--- src/rtl/audio_player_ctrl.sv ---
//------------------------------------------------------------------------------
// Module      : audio_player_ctrl
// Description : Streams a ROM clip to a downstream stage at one sample per
//               SAMPLE_DIV clocks, with looping, abort and overrun reporting.
// Revision    : 1.0 - initial release
//------------------------------------------------------------------------------
`default_nettype none

module audio_player_ctrl #(
    parameter int unsigned SAMPLE_DIV = 1250
) (
    input  logic        clk,
    input  logic        rst_n,
    input  logic        start,
    input  logic        stop,
    input  logic        loop_en,
    input  logic [13:0] start_addr,
    input  logic [13:0] end_addr,
    output logic [13:0] rom_addr,
    input  logic [15:0] rom_data,
    output logic [15:0] sample_out,
    output logic        sample_valid,
    input  logic        sample_ready,
    output logic        busy,
    output logic        done,
    output logic        overrun
);

    localparam logic [15:0] DIV_LAST = 16'(SAMPLE_DIV - 1);

    typedef enum logic [0:0] {
        ST_IDLE = 1'b0,
        ST_PLAY = 1'b1
    } state_t;

    state_t      state_q,    state_d;
    logic [15:0] div_cnt_q,  div_cnt_d;
    logic [13:0] la_start_q, la_start_d;
    logic [13:0] la_end_q,   la_end_d;
    logic [13:0] rom_addr_q, rom_addr_d;
    logic [15:0] sample_q,   sample_d;
    logic        valid_q,    valid_d;
    logic        done_q,     done_d;
    logic        overrun_q,  overrun_d;
    logic        tick;

    assign tick = (state_q == ST_PLAY) && (div_cnt_q == DIV_LAST);

    always_comb begin
        state_d    = state_q;
        div_cnt_d  = div_cnt_q;
        la_start_d = la_start_q;
        la_end_d   = la_end_q;
        rom_addr_d = rom_addr_q;
        sample_d   = sample_q;
        valid_d    = valid_q;
        done_d     = 1'b0;
        overrun_d  = overrun_q;

        // An accepted sample frees the output register; a tick below may refill it.
        if (valid_q && sample_ready) begin
            valid_d = 1'b0;
        end

        unique case (state_q)
            ST_IDLE: begin
                if (start && !stop && (start_addr <= end_addr)) begin
                    la_start_d = start_addr;
                    la_end_d   = end_addr;
                    rom_addr_d = start_addr;
                    div_cnt_d  = 16'd0;
                    overrun_d  = 1'b0;
                    state_d    = ST_PLAY;
                end
            end
            ST_PLAY: begin
                if (stop) begin
                    state_d   = ST_IDLE;
                    valid_d   = 1'b0;
                    div_cnt_d = 16'd0;
                end else if (tick) begin
                    div_cnt_d = 16'd0;
                    sample_d  = rom_data;
                    valid_d   = 1'b1;
                    if (valid_q && !sample_ready) begin
                        overrun_d = 1'b1;
                    end
                    if (rom_addr_q != la_end_q) begin
                        rom_addr_d = rom_addr_q + 14'd1;
                    end else if (loop_en) begin
                        rom_addr_d = la_start_q;
                    end else begin
                        state_d = ST_IDLE;
                        done_d  = 1'b1;
                    end
                end else begin
                    div_cnt_d = div_cnt_q + 16'd1;
                end
            end
            default: state_d = ST_IDLE;
        endcase
    end

    always_ff @(posedge clk) begin
        if (!rst_n) begin
            state_q    <= ST_IDLE;
            div_cnt_q  <= 16'd0;
            la_start_q <= 14'd0;
            la_end_q   <= 14'd0;
            rom_addr_q <= 14'd0;
            sample_q   <= 16'd0;
            valid_q    <= 1'b0;
            done_q     <= 1'b0;
            overrun_q  <= 1'b0;
        end else begin
            state_q    <= state_d;
            div_cnt_q  <= div_cnt_d;
            la_start_q <= la_start_d;
            la_end_q   <= la_end_d;
            rom_addr_q <= rom_addr_d;
            sample_q   <= sample_d;
            valid_q    <= valid_d;
            done_q     <= done_d;
            overrun_q  <= overrun_d;
        end
    end

    assign rom_addr     = rom_addr_q;
    assign sample_out   = sample_q;
    assign sample_valid = valid_q;
    assign busy         = (state_q == ST_PLAY);
    assign done         = done_q;
    assign overrun      = overrun_q;

endmodule

`default_nettype wire

--- config.mk ---
export PLATFORM = sky130hd
export DESIGN_NAME = audio_player_ctrl
export DESIGN_NICKNAME = d
export VERILOG_FILES = /design/src/rtl/audio_player_ctrl.sv
export SDC_FILE = /design/constraint.sdc
export NUM_CORES = 1
export LEC_CHECK = 0
export ABC_AREA = 0
export CAP_MARGIN = 15
export CORE_UTILIZATION = 38
export DETAILED_ROUTE_END_ITERATION = 8
export GPL_TIMING_DRIVEN = 0
export MAX_ROUTING_LAYER = met4
export SLEW_MARGIN = 20
export SYNTH_ARGS = -nofsm -noshare
export SYNTH_HDL_FRONTEND = slang
export SYNTH_SLANG_ARGS = --single-unit
--- constraint.sdc ---
create_clock -name clk -period 2.5 [get_ports clk]
set_clock_uncertainty 0.05 [all_clocks]
set_input_delay 0.375 -clock clk [delete_from_list [all_inputs] [get_ports clk]]
set_output_delay 0.375 -clock clk [all_outputs]
set_load 0.03 [all_outputs]
==> impl_summary.log <==
INFO  metric outcome = finished clean
INFO  metric totalWireLength = between 10 and 15 mm
INFO  metric max-vdd-ir-drop = 0.347 mV
INFO  metric fillerInstances = 1031
INFO  metric timing.critical_path.to_type = flip-flop
INFO  metric setup_slack = 0.0687 ns
INFO  metric setup-violations-final = 0
INFO  metric die_area = roughly 12000 sq um
INFO  metric crit_path_max_incr_delay = roughly 0.36 ns
INFO  metric antenna_violations_before_repair = 0
INFO  metric clock_latency = ~0.34 ns
INFO  metric postSynth.asyncResetShare = 0
INFO  metric drv_cap = 0
INFO  metric clk_transition_reported_paths = about 0.060 ns
INFO  metric synth-main-ff-cell = dfxtp_1
INFO  metric setup_tns = 0 ns
INFO  metric hpwlAfterDp = between 9 and 10 mm
INFO  metric cts_made_buffers = 9
INFO  metric grt_start_max_net_pins = 14
INFO  metric layoutNonFillerInstCount = about 770
INFO  metric grt_use_total = 0.222
INFO  metric h-tree-depth = 3
INFO  metric powerDensity = ~570 nW/um^2
INFO  metric initial_utilization = 0.390
INFO  metric core-area = roughly 11000 sq um
INFO  metric grt_remaining_overflow = 0
INFO  metric synth_top_cell_by_area = dfxtp_1
INFO  metric worst_path_max_delay_cell = clkbuf_1
INFO  metric drtIter0Drc = around 310
INFO  metric synthDistinctLibCells = 60
INFO  metric cp.required = ~2.7 ns
INFO  metric worstSetupPathType = in2reg
INFO  metric arrival_worst_endpoint = approximately 2.7 ns
INFO  metric antenna_viol_nets_final = 0
INFO  metric vias_per_cell = between 5 and 6
INFO  metric synth.yosys.seq_area_share = 0.350
INFO  metric avgRoutedWirePerCell = between 15 and 20 um
INFO  metric width_of_the_chip = ~110 um
INFO  metric antenna-diode-count = 0
INFO  metric place_worst_setup_slack = -0.737 ns
INFO  metric slew-limit-headroom = 0.632
INFO  metric layout-drive-gt1-share = 0.163
INFO  metric grt_first_pass_wirelength = between 15 and 20 mm
INFO  metric rows = 39
INFO  metric synth_enable_flop_cells = 0
INFO  metric critical_path.max_fanout = 10
INFO  metric detailedRoute.firstPassIterationCount = 5
INFO  metric flip_flop_and_latch_count_after_synthesis = 78
INFO  metric maxClockFrequency = slightly above 400 MHz
INFO  metric critical_path.startpoint_type = input port
INFO  metric post_synth_main_area_contributors = dfxtp_1 35%, mux2i_1 8.1%, ha_1 4.8%, nand2_1 4.7%, xor2_1 4.1%
INFO  metric dp_cells = ~740
INFO  metric path_common_cell = buf_4
INFO  metric final_common_cell = dfxtp_1
INFO  metric report.final.slew_viol_count = 0
INFO  metric route.detailed.drc = 0
INFO  metric cts_tree = built
INFO  metric post_synth.cell_area_avg = ~8.7 sq um
INFO  metric worst_slew_pin_slew = about 0.55 ns
INFO  metric crit_path_cell_trace = dlygate4sd2_1 -> ha_4 -> nand4_1 -> buf_4 -> nor4_4 -> buf_4 -> clkbuf_1 -> or3_1 -> o221ai_1 -> a21oi_2
INFO  metric total_leakage_power = approximately 2.7 nW
INFO  metric ctsRootBufferMaster = clkbuf_16
INFO  metric placement.io_buffers = roughly 80
INFO  metric finalNetCount = about 690
INFO  metric finalCritPeriodShare = 0.973
INFO  metric hold_buffers = 0
INFO  metric area_growth_from_synthesis_to_final_layout = 41.4%
INFO  metric p_total = 3.57 mW
INFO  metric total_number_of_vias = approximately 4200
INFO  metric grt_pass1_vias = roughly 3700
INFO  metric chipHeight = between 100 and 150 um
INFO  metric most-common-layout-cells = 75 x dfxtp_1, 56 x nand2_1, 54 x clkdlybuf4s50_1
INFO  metric clock_path_buffers = 2
INFO  metric synthesis.area = approximately 4500 sq um
INFO  metric clock-sinks = 78
INFO  metric final_hold_viol_count = 0
INFO  metric routabilityCongestion = around 0.86
INFO  metric io-pin-count = 84
INFO  metric postSynthNetCount = just under 600
INFO  metric synthesis.yosys.warnings = 0
INFO  metric netlist_instances = roughly 510
INFO  metric timing.final.crit_period = 2.43 ns
INFO  metric netlist.area_leader.share = 0.350
INFO  metric min_path_type = in2reg
power breakdown:
part,internal (mW),leakage [nW],switching [mW]
logic,0.348,1.86,0.362
registers,1.29,0.634,0.0596
clock network,0.974,0.159,0.533
total,2.61,2.66,0.954
cells by family (layout without fill, tap and decap cells):
logic type	after synthesis	after routing	share of synthesized area
AOI/OAI and AO/OA	102	102	0.161
xor gates and xnor gates	27	27	0.0530
adders and majority gates	17	17	0.0477
buffers and inverters	56	173	0.0558
DFF	78	78	0.350
muxes	41	41	0.0935
and+or+nand+nor	193	193	0.239
registers in the layout, indices dropped and copies added (netlist names):
register,count
overrun,1
la_end_q,14
la_start_q,14
sample_valid,1
div_cnt_q,16
busy,1
rom_addr,14
done,1
sample_out,16
area by class of cell:
type                            count  area, sq um  share of cell area
Buffer                             33          240              0.0381
Clock inverter                      6          110              0.0175
Multi-Input combinational cell    380         2850               0.452
Inverter                           22         82.6              0.0131
Tap cell                          143          179              0.0284
Timing Repair Buffer              102         1050               0.167
Clock buffer                       10          229              0.0363
Sequential cell                    78         1570               0.248
per-layer routing:
metal  track usage  part of all wire  vias up
li1              -                 -     2069
met2         0.331              0.45      149
met4        0.0808             0.018        0
met5             -                 0        -
met3        0.0335             0.070       19
met1         0.303              0.46     1953
worst max-delay path, delay by kind of cell:
family | cells | cell delay, ns
buffers and inverters | 4 | 1.08
adders and majority gates | 1 | 0.32
and+or+nand+nor | 3 | 0.59
AOI/OAI and AO/OA | 2 | 0.27
cell usage after synthesis (11+ instances only):
master / number
a21oi_1: 31
buf_2: 13
clkbuf_1: 15
dfxtp_1: 78
ha_1: 17
inv_1: 21
mux2i_1: 36
nand2_1: 56
nand2b_1: 11
nand3_1: 18
nor2_1: 18
nor2b_1: 29
o221ai_1: 12
o31ai_1: 11
or3_1: 16
xor2_1: 21
worst paths after layout:
path | startpoint | to | slack (ns) | cells past startpoint
setup / recovery | start_addr[5] | rom_addr[5]$_SDFFE_PN0P_ | 0.07 | 10
hold / removal | end_addr[5] | la_end_q[5]$_SDFFE_PN0P_ | 0.31 | 3
setup reg to reg | div_cnt_q[2]$_SDFFE_PN0P_ | rom_addr[11]$_SDFFE_PN0P_ | 0.08 | 7
hold reg to reg | sample_out[10]$_SDFFE_PN0P_ | sample_out[10]$_SDFFE_PN0P_ | 0.40 | 2
repair_timing:
item | CTS | global route
gates resized for setup | 34 | 57
buffers inserted | 11 | 7
pin swaps | 14 | 13
hold endpoints to repair | 0 | 0
endpoints found under the setup margin | 61 | 68
gates cloned | 0 | 2
metrics by stage:
step | hold slack, ns | cell area (sq um) | util
final | 0.305 | 6300 | 0.552
after global routing | 0.316 | 6300 | 0.552
after CTS | 0.341 | 5990 | 0.525
after detailed placement | 0.395 | 5460 | 0.478
after global placement | 0.383 | 5460 | 0.478
after floorplan | 0.395 | 4460 | -
Note: power is estimated with default switching activity, not from simulation.
